$ cat config.mk
export PLATFORM = sky130hd
export DESIGN_NAME = clk_period_meter
export DESIGN_NICKNAME = d
export VERILOG_FILES = /design/src/rtl/clk_period_meter.sv
export SDC_FILE = /design/constraint.sdc
export NUM_CORES = 1
export LEC_CHECK = 0
export ABC_AREA = 0
export BUFFER_PORTS_ARGS = -buffer_cell sky130_fd_sc_hd__buf_2
export CAP_MARGIN = 20
export CORE_MARGIN = 5
export CORE_UTILIZATION = 58
export DETAILED_ROUTE_END_ITERATION = 6
export PLACE_DENSITY = 0.8
export SYNTH_ARGS = -nofsm -noshare
export SYNTH_HDL_FRONTEND = slang
export SYNTH_SLANG_ARGS = --single-unit
$ cat constraint.sdc
create_clock -name clk_i -period 2.8 [get_ports clk_i]
set_clock_uncertainty 0.2 [all_clocks]
set_input_delay 0.84 -clock clk_i [delete_from_list [all_inputs] [get_ports clk_i]]
set_output_delay 0.84 -clock clk_i [all_outputs]
set_load 0.02 [all_outputs]
$ cat src/rtl/clk_period_meter.sv
// clk_period_meter
//
// Measures the period of an asynchronous clock (meas_clk_i), in cycles of the
// reference clock clk_i. The measured clock is treated as data. It passes
// through a synchronizer and a history flop, and each detected rising edge
// becomes a one-cycle 'rise' pulse. The meter counts reference cycles from the
// first detected rise to the rise that closes edges_p periods.
//
// Ports
//   clk_i          reference clock (only clock domain)
//   reset_i        synchronous, active-high reset
//   meas_clk_i     clock under measurement, asynchronous to clk_i
//   start_v_i      request a measurement
//   start_ready_o  high only while idle
//   v_o            result valid
//   count_o        reference cycles spanned by edges_p measured periods
//   timeout_o      result aborted because no rise arrived in time
//   sat_o          count saturated at all-ones during the measurement
//   yumi_i         consumer takes the result
//
// Handshakes
//   Start:  a start is accepted on a cycle where start_v_i & start_ready_o.
//           start_v_i on any other cycle is ignored and is not queued.
//   Result: v_o stays high, with count_o/timeout_o/sat_o held, until the
//           cycle where yumi_i is high. yumi_i is only meaningful while v_o=1.
//           On the cycle after yumi_i, the meter is idle again.
//
// The FSM state is held in the named enum 'state' so that checkers can bind
// to it hierarchically.

module clk_period_meter #(
  parameter int sync_stages_p = 2,
  parameter int edges_p       = 16,
  parameter int count_width_p = 24,
  parameter int timeout_p     = 4096
) (
  input  logic                     clk_i,
  input  logic                     reset_i,
  input  logic                     meas_clk_i,
  input  logic                     start_v_i,
  output logic                     start_ready_o,
  output logic                     v_o,
  output logic [count_width_p-1:0] count_o,
  output logic                     timeout_o,
  output logic                     sat_o,
  input  logic                     yumi_i
);

  localparam int edge_w = $clog2(edges_p + 1);
  localparam int idle_w = $clog2(timeout_p);

  localparam logic [edge_w-1:0] edges_target = edge_w'(edges_p);
  // The abort fires on the rise-free cycle in which the idle timer would
  // reach timeout_p-1. That cycle is when the registered value is timeout_p-2.
  localparam logic [idle_w-1:0] idle_limit   = idle_w'(timeout_p - 2);

  typedef enum logic [1:0] {
    IDLE  = 2'd0,
    ARM   = 2'd1,
    COUNT = 2'd2,
    DONE  = 2'd3
  } state_t;

  state_t state;

  // Synchronizer and edge detector. The latency is the same for every edge,
  // so it cancels out of the first-to-last rise distance.
  logic [sync_stages_p-1:0] sync_r;
  logic                     hist_r;
  logic                     rise;

  always_ff @(posedge clk_i) begin
    if (reset_i) begin
      sync_r <= '0;
      hist_r <= 1'b0;
    end else begin
      sync_r <= {sync_r[sync_stages_p-2:0], meas_clk_i};
      hist_r <= sync_r[sync_stages_p-1];
    end
  end

  assign rise = sync_r[sync_stages_p-1] & ~hist_r;

  logic [edge_w-1:0] edges_r;
  logic [edge_w-1:0] edges_inc;
  logic [idle_w-1:0] idle_r;
  logic              count_full;

  assign edges_inc  = edges_r + edge_w'(1);
  assign count_full = (count_o == {count_width_p{1'b1}});

  always_ff @(posedge clk_i) begin
    if (reset_i) begin
      state         <= IDLE;
      start_ready_o <= 1'b1;
      v_o           <= 1'b0;
      count_o       <= '0;
      timeout_o     <= 1'b0;
      sat_o         <= 1'b0;
      edges_r       <= '0;
      idle_r        <= '0;
    end else begin
      case (state)
        IDLE: begin
          if (start_v_i) begin
            state         <= ARM;
            start_ready_o <= 1'b0;
            count_o       <= '0;
            timeout_o     <= 1'b0;
            sat_o         <= 1'b0;
            edges_r       <= '0;
            idle_r        <= '0;
          end
        end

        ARM: begin
          if (rise) begin
            // The first detected rise is the time origin of the measurement.
            state   <= COUNT;
            count_o <= '0;
            edges_r <= '0;
            idle_r  <= '0;
          end else if (idle_r == idle_limit) begin
            state     <= DONE;
            v_o       <= 1'b1;
            timeout_o <= 1'b1;
            count_o   <= '0;
          end else begin
            idle_r <= idle_r + idle_w'(1);
          end
        end

        COUNT: begin
          // sat_o marks an increment that was lost at all-ones. It does not
          // mark a count that only landed exactly on all-ones.
          if (count_full) begin
            sat_o <= 1'b1;
          end else begin
            count_o <= count_o + count_width_p'(1);
          end

          // A rise takes priority over a timeout in the same cycle.
          if (rise) begin
            idle_r  <= '0;
            edges_r <= edges_inc;
            if (edges_inc == edges_target) begin
              state <= DONE;
              v_o   <= 1'b1;
            end
          end else if (idle_r == idle_limit) begin
            state     <= DONE;
            v_o       <= 1'b1;
            timeout_o <= 1'b1;
          end else begin
            idle_r <= idle_r + idle_w'(1);
          end
        end

        DONE: begin
          if (yumi_i) begin
            state         <= IDLE;
            v_o           <= 1'b0;
            start_ready_o <= 1'b1;
          end
        end

        default: begin
          state         <= IDLE;
          v_o           <= 1'b0;
          start_ready_o <= 1'b1;
        end
      endcase
    end
  end

endmodule

---- After elaboration in Yosys (flattened, before gate mapping) ----
Cells that the tools add are included.
operators by class
  equality and inequality tests ........... 18
  add/sub/neg operators ................... 3
  multiplexer cells ....................... 34
  bitwise operators ....................... 2
  reductions and logical operators ........ 15
operators by type and width
  cell                     count
  $mux W24                 4
  $pmux W24 S3             1
  $mux W12                 3
  $add A24 B1 Y24 const B  1
  $eq A24 B24 Y1 const B   1
  $pmux W12 S2             1
  $ne A2 B2 Y1 const B     8
  $reduce_and A4 Y1        4
  $mux W5                  3
  $pmux W5 S3              1
  $add A12 B1 Y12 const B  1
  $eq A12 B12 Y1 const B   1
  $mux W2                  6
  $reduce_and A3 Y1        4
  $mux W1                  10
  $ne A3 B3 Y1 const B     3
  $pmux W2 S4              1
  $pmux W1 S2              3
  $reduce_bool A2 Y1       3
  $reduce_bool A3 Y1       2
  $add A5 B1 Y5 const B    1
  $eq A5 B5 Y1 const B     1
  $eq A2 B2 Y1 const B     2
  $pmux W1 S3              1
  other kinds (6)          6
word-level totals
  logic and storage cells ................. 82
  input port bits ......................... 5
  register bits ........................... 50
  output and inout bits ................... 28

---- Depth between registers and ports, before layout ----
Gate-level depths: netlist (run 1).
  depth after elaboration ................. 5
  gate-level depth with buffers ........... 10
  mapped depth without buffers ............ 7

---- Least setup slack after synthesis (run 1) ----
OpenSTA, ideal clock, no wires.
  path kind ............................... register to register
  start ................................... reg state[0]
  end ..................................... reg count_o[3]
  period minus slack after synthesis ...... 2.206 ns
  arrival ................................. 1.936 ns
  required time ........................... 2.530 ns
  buffers on the path ..................... 2
  cell stages (with the launch flop) ...... 10
  setup time .............................. 0.070 ns
  slack ................................... 0.594 ns
  cell sequence ........................... dfxtp_1 -> inv_1 -> ha_1 -> clkbuf_1 -> and3_1 -> nand3_1 -> clkbuf_1 -> o2111ai_1 -> or3_1 -> a21oi_1
between the ends
  longest elaborated chain between the ends .. 3
  elaborated cells between the ends (all ways) .. 9
  classes of those cells .................. 5 x eq/ne; 1 x mux; 3 x reduce/logical
ends and longest elaborated chain
  what                                            RTL line  text
  start: declaration                              64        state_t state;
  start signal: assignment                        94        state <= IDLE;
  start signal: assignment                        106       state <= ARM;
  start signal: assignment                        119       state <= COUNT;
  $eq A2 B1 Y1 (tied with other cells)            103       case (state)
  $ne A3 B3 Y1 (no line) (tied with other cells)  n/a
  $reduce_and A4 Y1 (no line)                     n/a
  end signal: assignment                          139       count_o <= count_o + count_width_p'(1);
  end: declaration                                43        output logic [count_width_p-1:0] count_o,
Parallel ways exist; a longest one is shown, timed or not.
A chain may end at the register's enable or synchronous reset.

---- Final worst setup path (run 1) ----
  start ................................... reg idle_r[0]
  end ..................................... reg count_o[8]
between the ends
  longest elaborated chain between the ends .. 3
ends and longest elaborated chain
  what                         RTL line  text
  start: declaration           86        logic [idle_w-1:0] idle_r;
  start signal: assignment     129       idle_r <= idle_r + idle_w'(1);
  start signal: assignment     155       idle_r <= idle_r + idle_w'(1);
  $eq A12 B12 Y1               123       end else if (idle_r == idle_limit) begin
  $ne A3 B3 Y1 (no line)       n/a
  $reduce_and A4 Y1 (no line)  n/a
No other way between the ends.

==> flow_summary.toml, run 1 <==
[critical_path]
start_kind = "register"
critPathCaptureType = "register"
r2r-start = "idle_r[0]"
rrSetupSlack_ps = 250
path_class = "reg -> reg"
rr_endpoint = "count_o[8]"
crit_required_ps = 2840
worstRegToRegCells = 7
critical_path_arrival_ps = 2590
path_max_fanout = 46

[route]
ant_nets = 0
routed_via_density = 6.355
drc_errors = 0
drtIter0Drc = 188
firstDrtPassIters = 5
via_count = 2580
wl_per_cell_um = 15.61
drt-total-wl_um = 6337

[synthesis]
syn_avg_cell_area_um2 = 8.352
synth-seq-cells = 50
yosys.area_share.simple_pct = 26.25
synthXorXnorAreaFrac_pct = 3.247
synth_top_family_by_area = "simple AND/OR/NAND/NOR gates"
synth_top_area_share_pct = 37.11
yosysWarningCount = 0
synth_edf_count = 0
synth_fa_ha_area_share_pct = 3.711
synth_most_common_cell = "dfxtp_1"
yosys.cell_types.count = 44
synth-compound-area-share_pct = 25.28
ys_top_cells_by_area = "dfxtp_1 37%, a21oi_1 5.6%, o2111ai_1 4.5%, ha_1 3.7%, nor2_1 3.6%"
synth-seq-area-share_pct = 37.11
synthArstFlopShare_pct = 0
syn_nets = 336
synth_top_flop_cell = "dfxtp_1"
netlist_instances = 323
netlist_area_um2 = 2698
synthMuxAreaShare_pct = 0
synth_common_cells = "50 x dfxtp_1, 30 x a21oi_1, 26 x nor2_1"
yosysTopAreaCell = "dfxtp_1"

[timing]
rsz0062_at_grt = "no"
period_share_pct = 91.06
maxSlewViolCount = 0
whs_ps = 259.3
relSlewSlack_pct = 38.94
fmax_mhz = 392.2
hold_viol = 0
fin_crit_ps = 2550
setup-tns-final_ps = 0
worst_pin_slew_ps = 912.4
final-setup-viol-count = 0

[die]
fp.dieH_um = 78.20
fp-row-count = 24
ioPinCount = 33
fp.dieW_um = 78.20
core_um2 = 4444
initial_core_util_pct = 60.70
die-area_um2 = 6115

[clock_network]
cts_root_buffer = "clkbuf_8"
cts.hold.buffers_added = 0
htreeDepth = 2
cts_sinks = 50
clk_path_buf_depth = 2
cts_tree = "built"
cts_setup_buffers = 0
cts_buffers = 5
path_clk_slew_ps = 90
insertion_delay_ps = 310

[layout]
diodes = 0
area.growth.synth_to_final_pct = 10.81
drive_gt1_share_pct = 13.84
stdcell_count = 406
layout.nets = 366

[hold_path]
hold_depth = 1
hold_end = "sync_r[1]"
min_from = "sync_r[0]"
min_path_type = "reg -> reg"

[place]
gp_congestion = 0.8860
port_buffers = 32
dp.cells = 398
detailed_place_hpwl_um = 4273

[power_and_ir_drop]
p_leak_nw = 1.133
power.density_nw_per_um2 = 487.2
fin_total_pwr_w = 0.001456
ir_worst_vdd_mv = 0.4419

[global_route]
grt_pass1_wl_um = 10820
grt_pass1_vias = 2378
grt_start_max_net_pins = 47
antenna_found_initial = 0
grt_usage_pct = 21.46
grt-ovfl-total = 0

[run_status]
outcome = "finished, final reports clean"

[run]
drv_cap = 0
area by class of cell:
type                            instances  area (um^2)
Clock buffer                            7        86.33
Clock inverter                          1        5.005
Fill cell                             399         1455
Inverter                                9        33.78
Multi-Input combinational cell        247         1578
Sequential cell                        50         1001
Tap cell                               52        65.06
Timing Repair Buffer                   40        220.2
power breakdown:
part | leakage (nW) | switching [W] | internal, W | total [W]
Sequential | 0.404 | 0.0000190 | 0.000727 | 0.000746
Clock | 0.0482 | 0.000237 | 0.000200 | 0.000437
Combinational | 0.681 | 0.000193 | 0.0000804 | 0.000274
timing repair:
action,4_1_cts,5_1_grt
gates resized for setup,0,0
endpoints found under the hold margin,0,0
endpoints found under the setup margin,0,1
cells by family (layout without fill, tap and decap cells):
family,after synthesis,in the layout
flip-flops,50,50
AO/OA/AOI/OAI,103,103
buffers and inverters,26,57
adder cells (fa/ha/maj),8,8
AND/OR/NAND/NOR,126,126
XOR/XNOR,10,10
layer usage:
metal	wire length [um]	vias up	global-route usage (%)
met5	0	-	0
met4	93	0	6.993
met3	375	9	5.149
met2	3054	75	36.64
met1	2814	1202	26.68
li1	-	1294	-
registers in the layout, summed over array words and instances, names as in the netlist:
signal / cells
count_o: 24
idle_r: 12
edges_r: 5
state: 2
sync_r: 2
hist_r: 1
sat_o: 1
start_ready_o: 1
timeout_o: 1
v_o: 1
placed cells by master (no fill, tap or decap), types with 9 or more instances in the layout:
cell	n
nand2_1	20
o2111ai_1	14
inv_1	9
a21oi_1	30
xor2_1	9
dfxtp_1	50
buf_2	32
o211ai_1	10
o21ai_0	15
and3_1	9
nor2_1	26
or3_1	12
or4_1	11
metrics by stage:
stage               util, %  area (um^2)  setup slack, ps
global route          67.26         2989            12.48
global placement      65.20         2898            346.7
finish                67.26         2989            250.2
CTS                   67.26         2989            221.8
detailed placement    65.20         2898            251.2
floorplan                 -         2698            594.3
critical path, stage by stage (launching register included):
cell     delay (ps)
dfxtp_1         400
inv_1            60
ha_1            200
and4_1          190
and4_1          280
o21ai_4         740
o21ai_0         240
a21oi_1         180
worst max path at each step:
stage	start	endpoint	slack [ps]	cells past startpoint
6_report	idle_r[0]	count_o[8]	250	7
5_1_grt	idle_r[0]	count_o[8]	10	7
4_1_cts	idle_r[0]	count_o[8]	220	7
3_5_place_dp	idle_r[0]	count_o[8]	250	7
3_3_place_gp	start_v_i	count_o[22]	350	6
2_1_floorplan	state[0]	count_o[3]	590	9
(Power assumes the default switching activity.)
==> run 2, diff against run 1 <==
--- a/config.mk
+++ b/config.mk
@@ -9,9 +9,9 @@
 export BUFFER_PORTS_ARGS = -buffer_cell sky130_fd_sc_hd__buf_2
 export CAP_MARGIN = 20
 export CORE_MARGIN = 5
-export CORE_UTILIZATION = 58
+export CORE_UTILIZATION = 43
+export CTS_BUF_LIST = sky130_fd_sc_hd__clkbuf_16
 export DETAILED_ROUTE_END_ITERATION = 6
-export PLACE_DENSITY = 0.8
 export SYNTH_ARGS = -nofsm -noshare
 export SYNTH_HDL_FRONTEND = slang
 export SYNTH_SLANG_ARGS = --single-unit
==> run 2 against run 1 <==
Against the previous run:
- non-clock buffer count unchanged
- maximum frequency rose by 0.68%
- sequential cell count unchanged
- setup slack better by 17 ps
- core utilization decreased by 16 points
- die area up 30%
- combinational power increased by 4%
- final cell count is 5.9% higher
- critical endpoint is now count_o[13]
- highest routed layer unchanged
==> flow_summary.toml, run 2 (same netlist as run 1, synthesis figures left out) <==
[run_status]
outcome = "finished, final reports clean"

[die]
initial_core_util_pct = 44.77
core_um2 = 6026
fp-row-count = 28
fp.dieH_um = 89.21
ioPinCount = 33
fp.dieW_um = 89.21
die-area_um2 = 7958

[clock_network]
cts.hold.buffers_added = 0
clk_path_buf_depth = 2
cts_setup_buffers = 0
htreeDepth = 2
path_clk_slew_ps = 60
cts.repair.resized = 0
cts_tree = "built"
cts_buffers = 5
cts_sinks = 50
insertion_delay_ps = 280
cts_root_buffer = "clkbuf_16"

[timing]
period_share_pct = 90.45
setup-tns-final_ps = 0
fmax_mhz = 394.9
maxSlewViolCount = 0
fin_crit_ps = 2533
relSlewSlack_pct = 45.80
setup_ws_ps = 267.5
worst_pin_slew_ps = 812.8
hold_viol = 0
rsz0062_at_grt = "no"
whs_ps = 258.4
final-setup-viol-count = 0

[place]
dp_slack_ps = 275.6
gp_congestion = 0.8204
port_buffers = 32
dpl_cell_area_um2 = 2927
detailed_place_hpwl_um = 4539

[global_route]
grt_start_max_net_pins = 47
grt_pass1_vias = 2340
antenna_found_initial = 0
grt_usage_pct = 17.21
grt-ovfl-total = 0
grt_pass1_wl_um = 11140

[layout]
reg.largest.list = "count_o (24), idle_r (12), edges_r (5)"
final_common_cell = "dfxtp_1"
area.growth.synth_to_final_pct = 13.91
layout.nets = 367
mostFrequentLayoutCells = "50 x dfxtp_1, 32 x buf_2, 30 x a21oi_1"
largest_reg_flops = 24
stdcell_area_um2 = 3073
regArea_um2 = 1001
fill_cells = 593
multi_input_area_um2 = 1587
largest_register = "count_o"
drive_gt1_share_pct = 13.80
diodes = 0

[critical_path]
path_class = "reg -> reg"
crit_required_ps = 2820
path_max_fanout = 23
start_kind = "register"
critPathCaptureType = "register"
critical_path_arrival_ps = 2550

[route]
routed_via_density = 5.977
drt-total-wl_um = 6520
firstDrtPassIters = 4
drtIter0Drc = 131
drc_errors = 0
via_count = 2570
ant_nets = 0
wl_per_cell_um = 15.16

[power_and_ir_drop]
p_leak_nw = 1.161
ir_worst_vdd_mv = 0.4891
power.density_nw_per_um2 = 523.0

[hold_path]
min_path_type = "reg -> reg"

[run]
drv_cap = 0
==> run 2: cell types whose count changed in the layout (fill, tap and decap cells not counted), sizes merged <==
cell	before	now
inv	9	10
o21ai	21	22
clkinv	1	2
clkbuf	7	5
==> run 2: final timing paths <==
check / to / slack [ps] / depth (start not counted) / start
worst min-delay path: sync_r[1] / 260 / 1 / sync_r[0]
worst max-delay path: count_o[13] / 270 / 7 / state[0]
worst min register to register: sync_r[1] / 260 / 1 / sync_r[0]
worst max register to register: count_o[13] / 270 / 7 / state[0]
==> run 2: power by group <==
group	total, W	internal [W]	switching, W
registers	0.000746	0.000727	0.0000183
logic	0.000284	0.0000801	0.000204
clock network	0.000577	0.000324	0.000254
total	0.00161	0.00113	0.000476
==> run 2: cell type report <==
class / instances / share of cell area, %
timing repair buffer: 40 / 7.166
tap: 75 / 3.054
multi-input combinational: 248 / 51.63
inverter: 9 / 1.099
clock inverter: 3 / 0.4072
sequential: 50 / 32.57
clock buffer: 5 / 4.072
==> run 2: layer usage <==
layer  track usage (%)  part of all wire, %  vias up
met2             28.13                   47       51
met1             23.46                   48     1207
met5                 0                    0        -
li1                  -                    -     1305
met4             4.465                  1.0        0
met3             3.041                  4.4        7
==> run 2: worst max-delay path: stages, from the launching register on <==
cell and delay (ps):
dfxtp_1 380, inv_1 80, ha_1 260, nor2b_1 170, nor2_1 320, o21ai_2 340
or4_1 580, a21oi_1 150
==> run 2: through the flow <==
stage | total power, W | instances | util (%)
after floorplan | 0.0009733 | 323 | -
after global placement | 0.001030 | 421 | 48.57
after detailed placement | 0.001032 | 421 | 48.57
after CTS | 0.001609 | 429 | 50.85
after global routing | 0.001690 | 430 | 51.00
final | 0.001607 | 430 | 51.00
